--- config.mk ---
export PLATFORM = sky130hd
export DESIGN_NAME = button_conditioner
export DESIGN_NICKNAME = d
export VERILOG_FILES = /design/src/rtl/button_conditioner.sv
export SDC_FILE = /design/constraint.sdc
export NUM_CORES = 1
export LEC_CHECK = 0
export ABC_AREA = 0
export CORE_MARGIN = 1
export CORE_UTILIZATION = 60
export DETAILED_ROUTE_END_ITERATION = 8
export MAX_ROUTING_LAYER = met4
export PLACE_DENSITY = 0.79
export SYNTH_ARGS = -nofsm -noshare
export SYNTH_HDL_FRONTEND = slang
export SYNTH_SLANG_ARGS = --single-unit
export TNS_END_PERCENT = 5
--- constraint.sdc ---
create_clock -name clk -period 2.6 [get_ports clk]
set_clock_uncertainty 0.05 [all_clocks]
set_input_delay 0.52 -clock clk [delete_from_list [all_inputs] [get_ports clk]]
set_output_delay 0.52 -clock clk [all_outputs]
set_load 0.05 [all_outputs]
--- src/rtl/button_conditioner.sv ---
// button_conditioner: per-channel synchronizer, debouncer and press-pulse generator with optional auto-repeat.
// Auto-repeat FSMs are compiled in only when BTN_AUTOREPEAT_EN is defined.
module button_conditioner #(
  parameter int N_BTN = 4,
  parameter int DB_CYCLES = 50000,
  parameter int REPEAT_DELAY = 12500000,
  parameter int REPEAT_PERIOD = 2500000,
  parameter logic [N_BTN-1:0] REPEAT_MASK = N_BTN'(4'b1100)
) (
  input  logic             clk,
  input  logic             rst_n,
  input  logic [N_BTN-1:0] btn_raw,
  output logic [N_BTN-1:0] btn_n,
  output logic [N_BTN-1:0] btn_press
);
  localparam logic [15:0] DB_LAST = 16'(DB_CYCLES - 1);
`ifdef BTN_AUTOREPEAT_EN
  localparam logic [23:0] DLY_LAST = 24'(REPEAT_DELAY - 1);
  localparam logic [23:0] PER_LAST = 24'(REPEAT_PERIOD - 1);
  typedef enum logic [1:0] {IDLE, DELAY, REPEAT} rep_state_t;
`endif
  logic [N_BTN-1:0] sync1, sync2;
  always_ff @(posedge clk) begin
    if (!rst_n) begin
      sync1 <= '0;
      sync2 <= '0;
    end else begin
      sync1 <= btn_raw;
      sync2 <= sync1;
    end
  end
  genvar g;
  for (g = 0; g < N_BTN; g++) begin : g_ch
    logic [15:0] cnt;
    logic db_n, press_q, commit, press_ev, rep_pulse;
    // btn_n is the debounced state itself, so the synchronized level "differs" when it equals db_n
    assign commit = (sync2[g] == db_n) && (cnt == DB_LAST);
    assign press_ev = commit & sync2[g];
    assign btn_n[g] = db_n;
    assign btn_press[g] = press_q;
    always_ff @(posedge clk) begin
      if (!rst_n) begin
        cnt <= '0;
        db_n <= 1'b1;
        press_q <= 1'b0;
      end else begin
        cnt <= (sync2[g] != db_n || commit) ? 16'd0 : cnt + 16'd1;
        db_n <= commit ? ~sync2[g] : db_n;
        press_q <= press_ev | rep_pulse;
      end
    end
`ifdef BTN_AUTOREPEAT_EN
    if (REPEAT_MASK[g]) begin : g_rep
      rep_state_t state, state_nx;
      logic [23:0] timer, timer_nx;
      logic release_ev;
      assign release_ev = commit & ~sync2[g];
      always_ff @(posedge clk) begin
        if (!rst_n) begin
          state <= IDLE;
          timer <= '0;
        end else begin
          state <= state_nx;
          timer <= timer_nx;
        end
      end
      // release is checked first so it wins over a coincident repeat expiry
      always_comb begin
        state_nx = state;
        timer_nx = timer + 24'd1;
        rep_pulse = 1'b0;
        if (release_ev) begin
          state_nx = IDLE;
          timer_nx = '0;
        end else if (press_ev) begin
          state_nx = DELAY;
          timer_nx = '0;
        end else if (state == IDLE) begin
          timer_nx = '0;
        end else if (state == DELAY && timer == DLY_LAST) begin
          state_nx = REPEAT;
          timer_nx = '0;
          rep_pulse = 1'b1;
        end else if (state == REPEAT && timer == PER_LAST) begin
          timer_nx = '0;
          rep_pulse = 1'b1;
        end
      end
    end else begin : g_norep
      assign rep_pulse = 1'b0;
    end
`else
    assign rep_pulse = 1'b0;
`endif
  end
endmodule

[After elaboration in Yosys (flattened, before gate mapping)]
Cells that the tools add are included.
Storage, ports and cells
  bits of input ports: 6
  output and inout bits: 8
  flip-flop bits (word level): 80
  logic and storage cells: 51
Cells by class
  equality and inequality tests: 12
  bitwise logic cells: 9
  add/subtract/negate cells: 4
  reduce and logical (&&, ||, !) cells: 12
Operators by type and width (number)
  16-bit by 1-bit adder with 16-bit output, second input constant: 4
  16-bit equality test, second input constant: 4
  2-bit OR reduction: 4
  1-bit NOT: 5
  1-bit bitwise AND: 4
  1-bit equality test: 4
  1-bit logical AND: 4
  1-bit logical OR: 4
  1-bit inequality test: 4

[Longest topological paths before layout]
  depth after elaboration: 4
  depth in mapped cells: 7
  mapped depth without buffers: 5

[Worst setup path after synthesis]
OpenSTA, ideal clock, no wires.
  path kind: register -> register
  start point: register g_ch[3].cnt[10]
  end point: register g_ch[3].db_n
  data required time: 2.430 ns
  setup slack: 0.603 ns
  setup time: 0.120 ns
  stages on the path, launching flop included: 5
  arrival time: 1.827 ns
  path buffers: 0
  clock period less this slack: 1.997 ns
  cell sequence: dfxtp_1 > or4_1 > or4_4 > or3_1 > o31a_1
Between the ends
  word-level cells in the longest chain between the ends: 2
RTL lines
  start: declaration: line 34  | logic [15:0] cnt;
  start signal: assignment: line 47  | cnt <= (sync2[g] != db_n || commit) ? 16'd0 : cnt + 16'd1;
  16-bit equality test: line 37  | assign commit = (sync2[g] == db_n) && (cnt == DB_LAST);
  1-bit logical AND: line 37
  end signal: assignment: line 48  | db_n <= commit ? ~sync2[g] : db_n;
  end: declaration: line 35  | logic db_n, press_q, commit, press_ev, rep_pulse;
No other way between the ends.
A chain may end at the register's enable or synchronous reset.

[Final worst setup path]
  start point: register g_ch[3].cnt[0]
  end point: register g_ch[3].cnt[3]
Between the ends
  word-level cells in the longest chain between the ends: 4
  elaborated cells between the ends (all ways): 5
  classes of those cells: add/sub (1); eq/ne (1); reduce/logical (3)
RTL lines
  branches (longest 4 deep; another with 16-bit by 1-bit adder with 16-bit output)
Parallel ways; which one is timed is not known.

==> flow_summary.yaml <==
yosys:
  synth_compound_area_frac: 0.0118
  synth_cells: 381
  synthSimpleGateAreaFrac: 0.295
  syn-cell-area_mm2: 0.00339
  syn-mean-instance-area_um2: 8.89
  synth_seq_area_share: 0.473
  synth-adder-area-share: 0.0148
  synth-xor-area-share: 0.155
  yosysTopAreaCell: "dfxtp_1"
  ys_ff_latch: 80
  synth_top_family_by_area: "simple AND/OR/NAND/NOR gates"
  yosys_warnings: 0
  synth_top_area_share: 0.473
  syn-num-nets: 391
  synth_mux_area_frac: 0.00296
  synthTopCellsByArea: "dfxtp_1 (47%), xnor2_1 (14%), nor2_1 (9.5%), nand3_1 (3.7%), nor4_1 (3.1%)"
  yosysUniqueCellTypes: 30
global_routing:
  grt_pass1_wl_um: 10000
  grt.total_usage: 0.219
  grt_overflow: 0
  grt_max_degree: 19
  grt_antenna_before_repair: 0
  grt_pass1_vias: 2297
floorplanning:
  start_util: 0.643
  dieHeight_um: 77.1
  die_width_um: 77.1
  io_pins: 14
  dieArea_mm2: 0.00595
  placementRows: 26
  coreArea_mm2: 0.00527
timing:
  timing.setup.tns_ns: 0
  fin_crit_ns: 2.17
  rsz0062_at_grt: "no"
  whs_ns: 0.379
  final_hold_viol_count: 0
  relSlewSlack: 0.588
  period_share: 0.833
  tightest_slew_ns: 0.616
  slew_viol_final: 0
  setup_viol_count_final: 0
  max_freq_mhz: 462
routing:
  drt-pass1-iter-count: 5
  wl_per_cell_um: 12.2
  antenna_left: 0
  drc_errors: 0
  drt_iter0_markers: 114
  drt-total-wl_um: 5690
  vias: 2489
  viasPerCell: 5.35
cells_and_area:
  final_common_cell: "nor2_1"
  fillers: 414
  layout.cells.non_filler: 465
  num_antenna_cells: 0
  nets: 402
  drive_gt1_frac: 0.0456
  layout_common_cells: "nor2_1 (86), dfxtp_1 (80), xnor2_1 (54)"
  fin_util: 0.708
  synthToLayoutAreaGrowth_pct: 10.2
placed_design:
  gp_congestion: 0.836
  hpwlAfterDp_um: 3740
  dp_cells: 451
  io_buffers: 13
worst_setup_path:
  cp_slowest_cell: "or4_4"
  critical_path.startpoint: "g_ch[3].cnt[0]"
  slowest_delay_ns: 0.61
  worstPathRequired_ns: 2.76
  start_kind: "flip-flop"
  end_kind: "flip-flop"
  worstPathArrival_ns: 2.33
  crit_chain: "ha_1 -> nand3_1 -> or4_4 -> o21ai_4 -> nor2_1"
  critical_path_class: "reg2reg"
  worstPathMaxFanout: 16
  reg2reg_from: "g_ch[3].cnt[0]"
clocking:
  worstSkewPairLatency_ns: 0.35
  root_buffer: "clkbuf_8"
  numCtsBuffers: 9
  cts_resized: 0
  htree_levels: 3
  clockBufferDepth: 2
  cts_hold_buf: 0
  clock-sinks: 80
  path_clk_slew_ns: 0.07
  cts_tree: "yes"
  cts_setup_buffers: 0
pwr:
  p_leak_nw: 1.06
  power.density_mw_per_mm2: 600
  irDropWorstVdd_uv: 394
outcome:
  status: "finished, final reports clean"
job:
  max_cap_violations: 0
min_path:
  min_path_type: "reg2reg"
  hp-start: "sync1[2]"
worst max-delay path: cells and delay by family, from the launching register on:
kind            cells  cell delay (ns)
compound gates      1             0.39
fa+ha+maj           1             0.21
flops               1             0.38
simple gates        3             1.00
layer usage:
metal / global-route usage / vias to the layer above / routed length [um]
met4: 0.102 / 0 / 124
met3: 0.0702 / 16 / 207
met1: 0.254 / 1137 / 2720
li1: - / 1290 / -
met5: - / - / 0
met2: 0.344 / 46 / 2640
cell type report:
class,count,area (um2),area share
Clock buffer,11,141,0.0379
Multi-Input combinational cell,269,1630,0.435
Tap cell,70,87.6,0.0235
Timing Repair Buffer,15,145,0.0389
Inverter,17,63.8,0.0171
Sequential cell,80,1600,0.429
Clock inverter,3,67.6,0.0181
power by group:
group | switching, mW | leakage [nW] | internal [mW]
combinational | 0.0171 | 0.316 | 0.0144
clock | 0.415 | 0.101 | 0.557
sequential | 0.00471 | 0.646 | 1.23
worst paths after layout:
check	end	slack, ns	cells after the start
max	g_ch[3].cnt[3]	0.43	5
min	sync2[2]	0.38	1
max reg2reg	g_ch[3].cnt[3]	0.43	5
min reg2reg	sync2[2]	0.38	1
kinds of logic after synthesis:
| kind of cell | Yosys count |
|---|---|
| flip-flops | 80 |
| adder cells (fa/ha/maj) | 4 |
| XOR/XNOR | 60 |
| AO/OA/AOI/OAI | 4 |
| buffers and inverters | 32 |
| multiplexers | 1 |
| AND/OR/NAND/NOR | 200 |
cell usage after synthesis:
cell      number
and2_1         8
buf_2          1
buf_4         10
clkbuf_1       3
clkbuf_2       1
dfxtp_1       80
ha_1           4
inv_1         17
mux2i_1        1
nand2_1       17
nand2b_1       1
nand3_1       25
nand3_2        1
nand4_1       13
nand4b_1       3
nor2_1        86
nor3_1        14
nor4_1        17
nor4b_1        2
nor4bb_1       3
o211ai_1       2
o21ai_4        1
o31a_1         1
or3_1          2
or4_1          3
or4_4          1
or4b_1         1
or4bb_1        3
xnor2_1       54
xor2_1         6
state kept, by name, summed over array words and instances, names as in the netlist:
register      flops
g_ch.cnt         64
g_ch.db_n         4
g_ch.press_q      4
sync1             4
sync2             4
stage by stage:
| stage | setup WS (ns) | total power [mW] | cell area, um2 |
|---|---|---|---|
| 6_report | 0.434 | 2.24 | 3730 |
| 5_1_grt | 0.302 | 2.32 | 3730 |
| 4_1_cts | 0.421 | 2.26 | 3730 |
| 3_5_place_dp | 0.493 | 1.30 | 3520 |
| 3_3_place_gp | 0.527 | 1.30 | 3520 |
| 2_1_floorplan | 0.603 | 1.28 | 3390 |
Note: power is estimated with default switching activity, not from simulation.
==> RTL edit 1, RTL diff (config.mk and constraints unchanged) <==
The option `BTN_AUTOREPEAT_EN` is turned on by a define.
--- a/src/rtl/button_conditioner.sv
+++ b/src/rtl/button_conditioner.sv
@@ -1,5 +1,7 @@
 // button_conditioner: per-channel synchronizer, debouncer and press-pulse generator with optional auto-repeat.
 // Auto-repeat FSMs are compiled in only when BTN_AUTOREPEAT_EN is defined.
+`define BTN_AUTOREPEAT_EN
+
 module button_conditioner #(
   parameter int N_BTN = 4,
   parameter int DB_CYCLES = 50000,
Formal check against the unedited RTL: no difference found for any inputs over 10 cycles, from zero or initial values and one cycle with rst_n low; that may be too few to reach the edited logic, so the function may still have changed.
==> RTL edit 1 against the unedited design <==
  * Cell area is 77% higher
  * Power grew 100%
  * Setup slack worse by 0.28 ns
  * Sequential cell count rose by 52
  * Core utilization fell by 0.17 points
  * Area after synthesis grew 72%
  * Wire length up 92%
  * Largest cell class unchanged
  * Largest power group is now the clock network
==> RTL edit 1: results (changes against the unedited design) <==
| Metric | Value |
|---|---|
| Clock Latency Late Sink | `0.53 ns (+0.18 ns)` |
| Worst IR Drop VDD | `0.6699 mV (+70%)` |
| Number of clock-tree buffers in the layout | `23 (+12)` |
| Result of the run | `finished, final reports clean` |
| Nonclk buf count | `14 (-1)` |
| Sum of met2 wire segment lengths after detailed routing | `5402 um (+100%)` |
| Worst-path maximum fanout | `6 (-10)` |
| Global-route wire length before repair | `18720 um (+86%)` |
| Filler Cells Inserted | `699 (+69%)` |
| Category of cells accounting for the largest share of critical-path delay | `buffers and inverters` |
| Post-DP Area | `5966 um2 (+69%)` |
| Fraction of layout cells with a size suffix above 1 | `0.07829 (+0.03272)` |
| Launch instance of the worst min-delay path | `sync1[0]` |
| Post-layout minimum cycle time | `2.449 ns (+0.2836 ns)` |
| Xor and xnor area share after synthesis | `0.1548 (-0.0003658)` |
| Depth of the CTS H-tree | `4 (+1)` |
| Count of cell types in the netlist | `47 (+57%)` |
| Pre-CTS WS | `0.4506 ns (-0.04197 ns)` |
| Tot GR Track Use | `0.2410 (+0.02182)` |
| Routed via count | `4350 (+75%)` |
| Number of ordinary inverters in the final layout | `18 (+1)` |
| Post-synthesis cell area | `5828 um2 (+72%)` |
| Pin count of the biggest net entering global routing | `25 (+6)` |
| Clock distribution area overhead in the final layout | `0.09474 (+0.03876)` |
| Final layout net count | `677 (+68%)` |
| Total clock sinks | `132 (+65%)` |
| Area of the multi-input gates | `2957 um2 (+82%)` |
| Reported net switching power | `0.8682 mW (+99%)` |
| Most numerous cell types in the synthesized netlist | `sky130_fd_sc_hd__nor2_1, sky130_fd_sc_hd__dfxtp_1, sky130_fd_sc_hd__xnor2_1` |
| TritonCTS Buffers | `17 (+8)` |
| Arrival time reported for the critical path endpoint | `1.88 ns (-0.45 ns)` |
| Capture point of the worst path | `btn_n[2]` |
| Fraction of the yosys area taken by sequential cells | `0.4534 (-0.01943)` |
| Max incr delay on CP | `0.87 ns (+0.26 ns)` |
| Final weighted congestion of routability-driven global placement | `0.8218 (-1.7%)` |
| Reg2reg start | `g_ch[2].g_rep.timer[15]` |
| Number of nets in the synthesized netlist | `666 (+70%)` |
| Iteration count of the initial detailed-routing pass | `4 (-1)` |
| Routed wire length per instance | `13.53 um (+11%)` |
| Ranking of synthesized cells by area | `sky130_fd_sc_hd__dfxtp_1, sky130_fd_sc_hd__nor2_1, sky130_fd_sc_hd__xnor2_1, sky130_fd_sc_hd__xor2_1, sky130_fd_sc_hd__nand3_1` |
| Number of DRC markers after the initial detailed-route iteration | `148 (+30%)` |
| Routed length on met3 | `347 um (+68%)` |
| GR Layer Usage met1 | `0.2815 (+0.02770)` |
| Share of synthesized area spent on multiplexers | `0.001717 (-0.001238)` |
| Critical register-to-register path endpoint | `g_ch[2].g_rep.timer[11]` |
RTL edit 1: cell count changes in the layout (fill, tap and decap cells not counted), moves of 7 or more:
cell                        delta
sky130_fd_sc_hd__dfxtp_1      +52
sky130_fd_sc_hd__nor2_1       +48
sky130_fd_sc_hd__xor2_1       +40
sky130_fd_sc_hd__nand2_1      +28
sky130_fd_sc_hd__and3_1       +19
sky130_fd_sc_hd__clkbuf_16    +16
sky130_fd_sc_hd__and4_1       +14
sky130_fd_sc_hd__nand4_1      +13
sky130_fd_sc_hd__nor2_2       +11
sky130_fd_sc_hd__nand3_1      +10
sky130_fd_sc_hd__nor4_1        -8
sky130_fd_sc_hd__nor3_1        +7
sky130_fd_sc_hd__o21ai_0       +7
RTL edit 1: kinds of logic after synthesis:
logic type / after synthesis
AOI/OAI and AO/OA: 19
xor gates and xnor gates: 103
adders and majority gates: 6
buffers and inverters: 40
DFF: 132
muxes: 1
and+or+nand+nor: 353
==> RTL edit 2, RTL diff (same settings) <==
Made on the original files. Put one more register stage on the output `btn_press`, cleared by the reset. The value now appears one clock later. The other outputs are not delayed to match.
--- a/src/rtl/button_conditioner.sv
+++ b/src/rtl/button_conditioner.sv
@@ -14,6 +14,8 @@
   output logic [N_BTN-1:0] btn_press
 );
   localparam logic [15:0] DB_LAST = 16'(DB_CYCLES - 1);
+
+  logic [N_BTN-1:0] btn_press_d;
 `ifdef BTN_AUTOREPEAT_EN
   localparam logic [23:0] DLY_LAST = 24'(REPEAT_DELAY - 1);
   localparam logic [23:0] PER_LAST = 24'(REPEAT_PERIOD - 1);
@@ -37,7 +39,7 @@
     assign commit = (sync2[g] == db_n) && (cnt == DB_LAST);
     assign press_ev = commit & sync2[g];
     assign btn_n[g] = db_n;
-    assign btn_press[g] = press_q;
+    assign btn_press_d[g] = press_q;
     always_ff @(posedge clk) begin
       if (!rst_n) begin
         cnt <= '0;
@@ -93,5 +95,13 @@
     assign rep_pulse = 1'b0;
 `endif
   end
+  always_ff @(posedge clk) begin
+    if (!rst_n) begin
+      btn_press <= '0;
+    end else begin
+      btn_press <= btn_press_d;
+    end
+  end
+
 endmodule
 
Check against the original RTL: no difference found for any inputs over 10 cycles, from zero or initial values and one cycle with rst_n low; that may be too few to reach the edited logic, so the function may still have changed.
==> RTL edit 2 against the unedited design <==
  * Wire length is 1.4% lower
  * Cell area grew 2.3%
  * Setup slack better by 0.015 ns
  * Cell count is 1.1% higher
  * Power increased by 3.1%
  * Die area increased by 1.2%
  * Sequential power up 5%
  * Area after synthesis rose by 1.3%
  * Via count grew 0.96%
  * Count of clock-buffer cells in the layout is 1 higher
  * Clock power grew 0.7%
  * Critical path depth shrank 4
  * Sequential cell count rose by 4
  * Global-route usage is 0.53 points lower
  * Largest cell class is now flip-flops and latches
==> RTL edit 2: results (changes against the unedited design) <==
| Metric | Value |
|---|---|
| Result of the run | `finished, final reports clean` |
| DP HPWL | `3691 um (-1.4%)` |
| Critical register-to-register path endpoint | `g_ch[0].cnt[13]` |
| Reg2reg start | `g_ch[0].cnt[0]` |
| WHS | `0.3853 ns (+0.006796 ns)` |
| CP max stage cell | `sky130_fd_sc_hd__clkdlybuf4s50_1` |
| Vias in the first global route | `2287 (-0.44%)` |
| Ranking of synthesized cells by area | `sky130_fd_sc_hd__dfxtp_1, sky130_fd_sc_hd__xnor2_1, sky130_fd_sc_hd__nor2_1, sky130_fd_sc_hd__nand3_1, sky130_fd_sc_hd__nor4_1` |
| Global-route wire length before repair | `9998 um (-0.41%)` |
| Tot GR Track Use | `0.2139 (-0.005310)` |
| Pre-CTS WS | `0.6249 ns (+0.1323 ns)` |
| Slew HR | `0.6212 (+0.03321)` |
| Leakage component of the power | `1.127 nW (+6.0%)` |
| Max incr delay on CP | `0.83 ns (+0.22 ns)` |
| Final routed wirelength across all metal layers | `5609 um (-1.4%)` |
| Worst-path maximum fanout | `4 (-12)` |
| Final weighted congestion of routability-driven global placement | `0.7517 (-10%)` |
| Final layout net count | `403 (+0.25%)` |
| Most numerous cell types in the synthesized netlist | `sky130_fd_sc_hd__dfxtp_1, sky130_fd_sc_hd__nor2_1, sky130_fd_sc_hd__xnor2_1` |
| Fraction of layout cells with a size suffix above 1 | `0.05025 (+0.004682)` |
| Iteration count of the initial detailed-routing pass | `4 (-1)` |
| Number of nets in the synthesized netlist | `386 (-1.3%)` |
| Int Power | `1.852 mW (+2.7%)` |
| Post-DP Area | `3611 um2 (+2.5%)` |
| Fraction of the yosys area taken by sequential cells | `0.4903 (+0.01748)` |
| Number of DRC markers after the initial detailed-route iteration | `115 (+0.88%)` |
| Category of cells accounting for the largest share of critical-path delay | `buffers and inverters` |
| Worst IR Drop VDD | `0.3644 mV (-7.5%)` |
| Launch instance of the worst min-delay path | `sync1[2]` |
| Worst reg-to-reg setup slack | `0.70 ns (+0.27 ns)` |
| Pin count of the biggest net entering global routing | `17 (-2)` |
| Vias per inst | `5.347 (-0.11%)` |
-- RTL edit 2: power by group through the flow --
| stage | clock [mW] | sequential (mW) | combinational [mW] |
|---|---|---|---|
| 2_1_floorplan | 0 | 1.33 | 0.0195 |
| 3_3_place_gp | 0 | 1.33 | 0.0327 |
| 3_5_place_dp | 0 | 1.33 | 0.0333 |
| 4_1_cts | 0.998 | 1.30 | 0.0336 |
| 5_1_grt | 1.06 | 1.30 | 0.0369 |
| 6_report | 0.979 | 1.30 | 0.0330 |
-- RTL edit 2: how the worst max path moves through the flow --
stage / startpoint / endpoint / slack (ns) / cells after the start
2_1_floorplan: g_ch[0].cnt[11] / g_ch[0].cnt[12] / 0.78 / 5
3_3_place_gp: rst_n / g_ch[0].cnt[15] / 0.67 / 3
3_5_place_dp: rst_n / g_ch[3].cnt[6] / 0.62 / 4
4_1_cts: g_ch[0].db_n / btn_n[0] / 0.43 / 1
5_1_grt: g_ch[0].db_n / btn_n[0] / 0.40 / 1
6_report: g_ch[0].db_n / btn_n[0] / 0.45 / 1
-- RTL edit 2: cells by family (layout without fill, tap and decap cells) --
family          count (synthesis)  in the layout  share of synthesized area
flops                          84             84                     0.4903
xor+xnor                       59             59                     0.1507
fa+ha+maj                       4              4                    0.01459
simple gates                  196            196                     0.2944
buf+inv                        27             49                    0.03758
compound gates                  6              6                    0.01240
-- RTL edit 2: area by class of cell --
class	instances	area (um2)
clock inverters	4	73.82
well taps	72	90.09
multi-input cells	265	1619
repair buffers	17	160.2
flip-flops and latches	84	1682
fillers	411	1687
inverters	16	60.06
clock buffers	12	135.1
-- RTL edit 2: metal layers --
metal	wire [um]	part of all wire	vias up	GRT usage
li1	-	-	1297	-
met1	2765	0.49	1162	0.2673
met2	2539	0.45	40	0.3292
met3	161	0.029	14	0.04000
met4	142	0.025	0	0.1113
met5	0	0	-	-
-- RTL edit 2: through the flow --
| stage | cells | util |
|---|---|---|
| floorplan | 376 | - |
| global placement | 454 | 0.6558 |
| CTS | 470 | 0.6937 |
| global route | 470 | 0.6937 |
| finish | 470 | 0.6937 |
| detailed placement | 454 | 0.6558 |
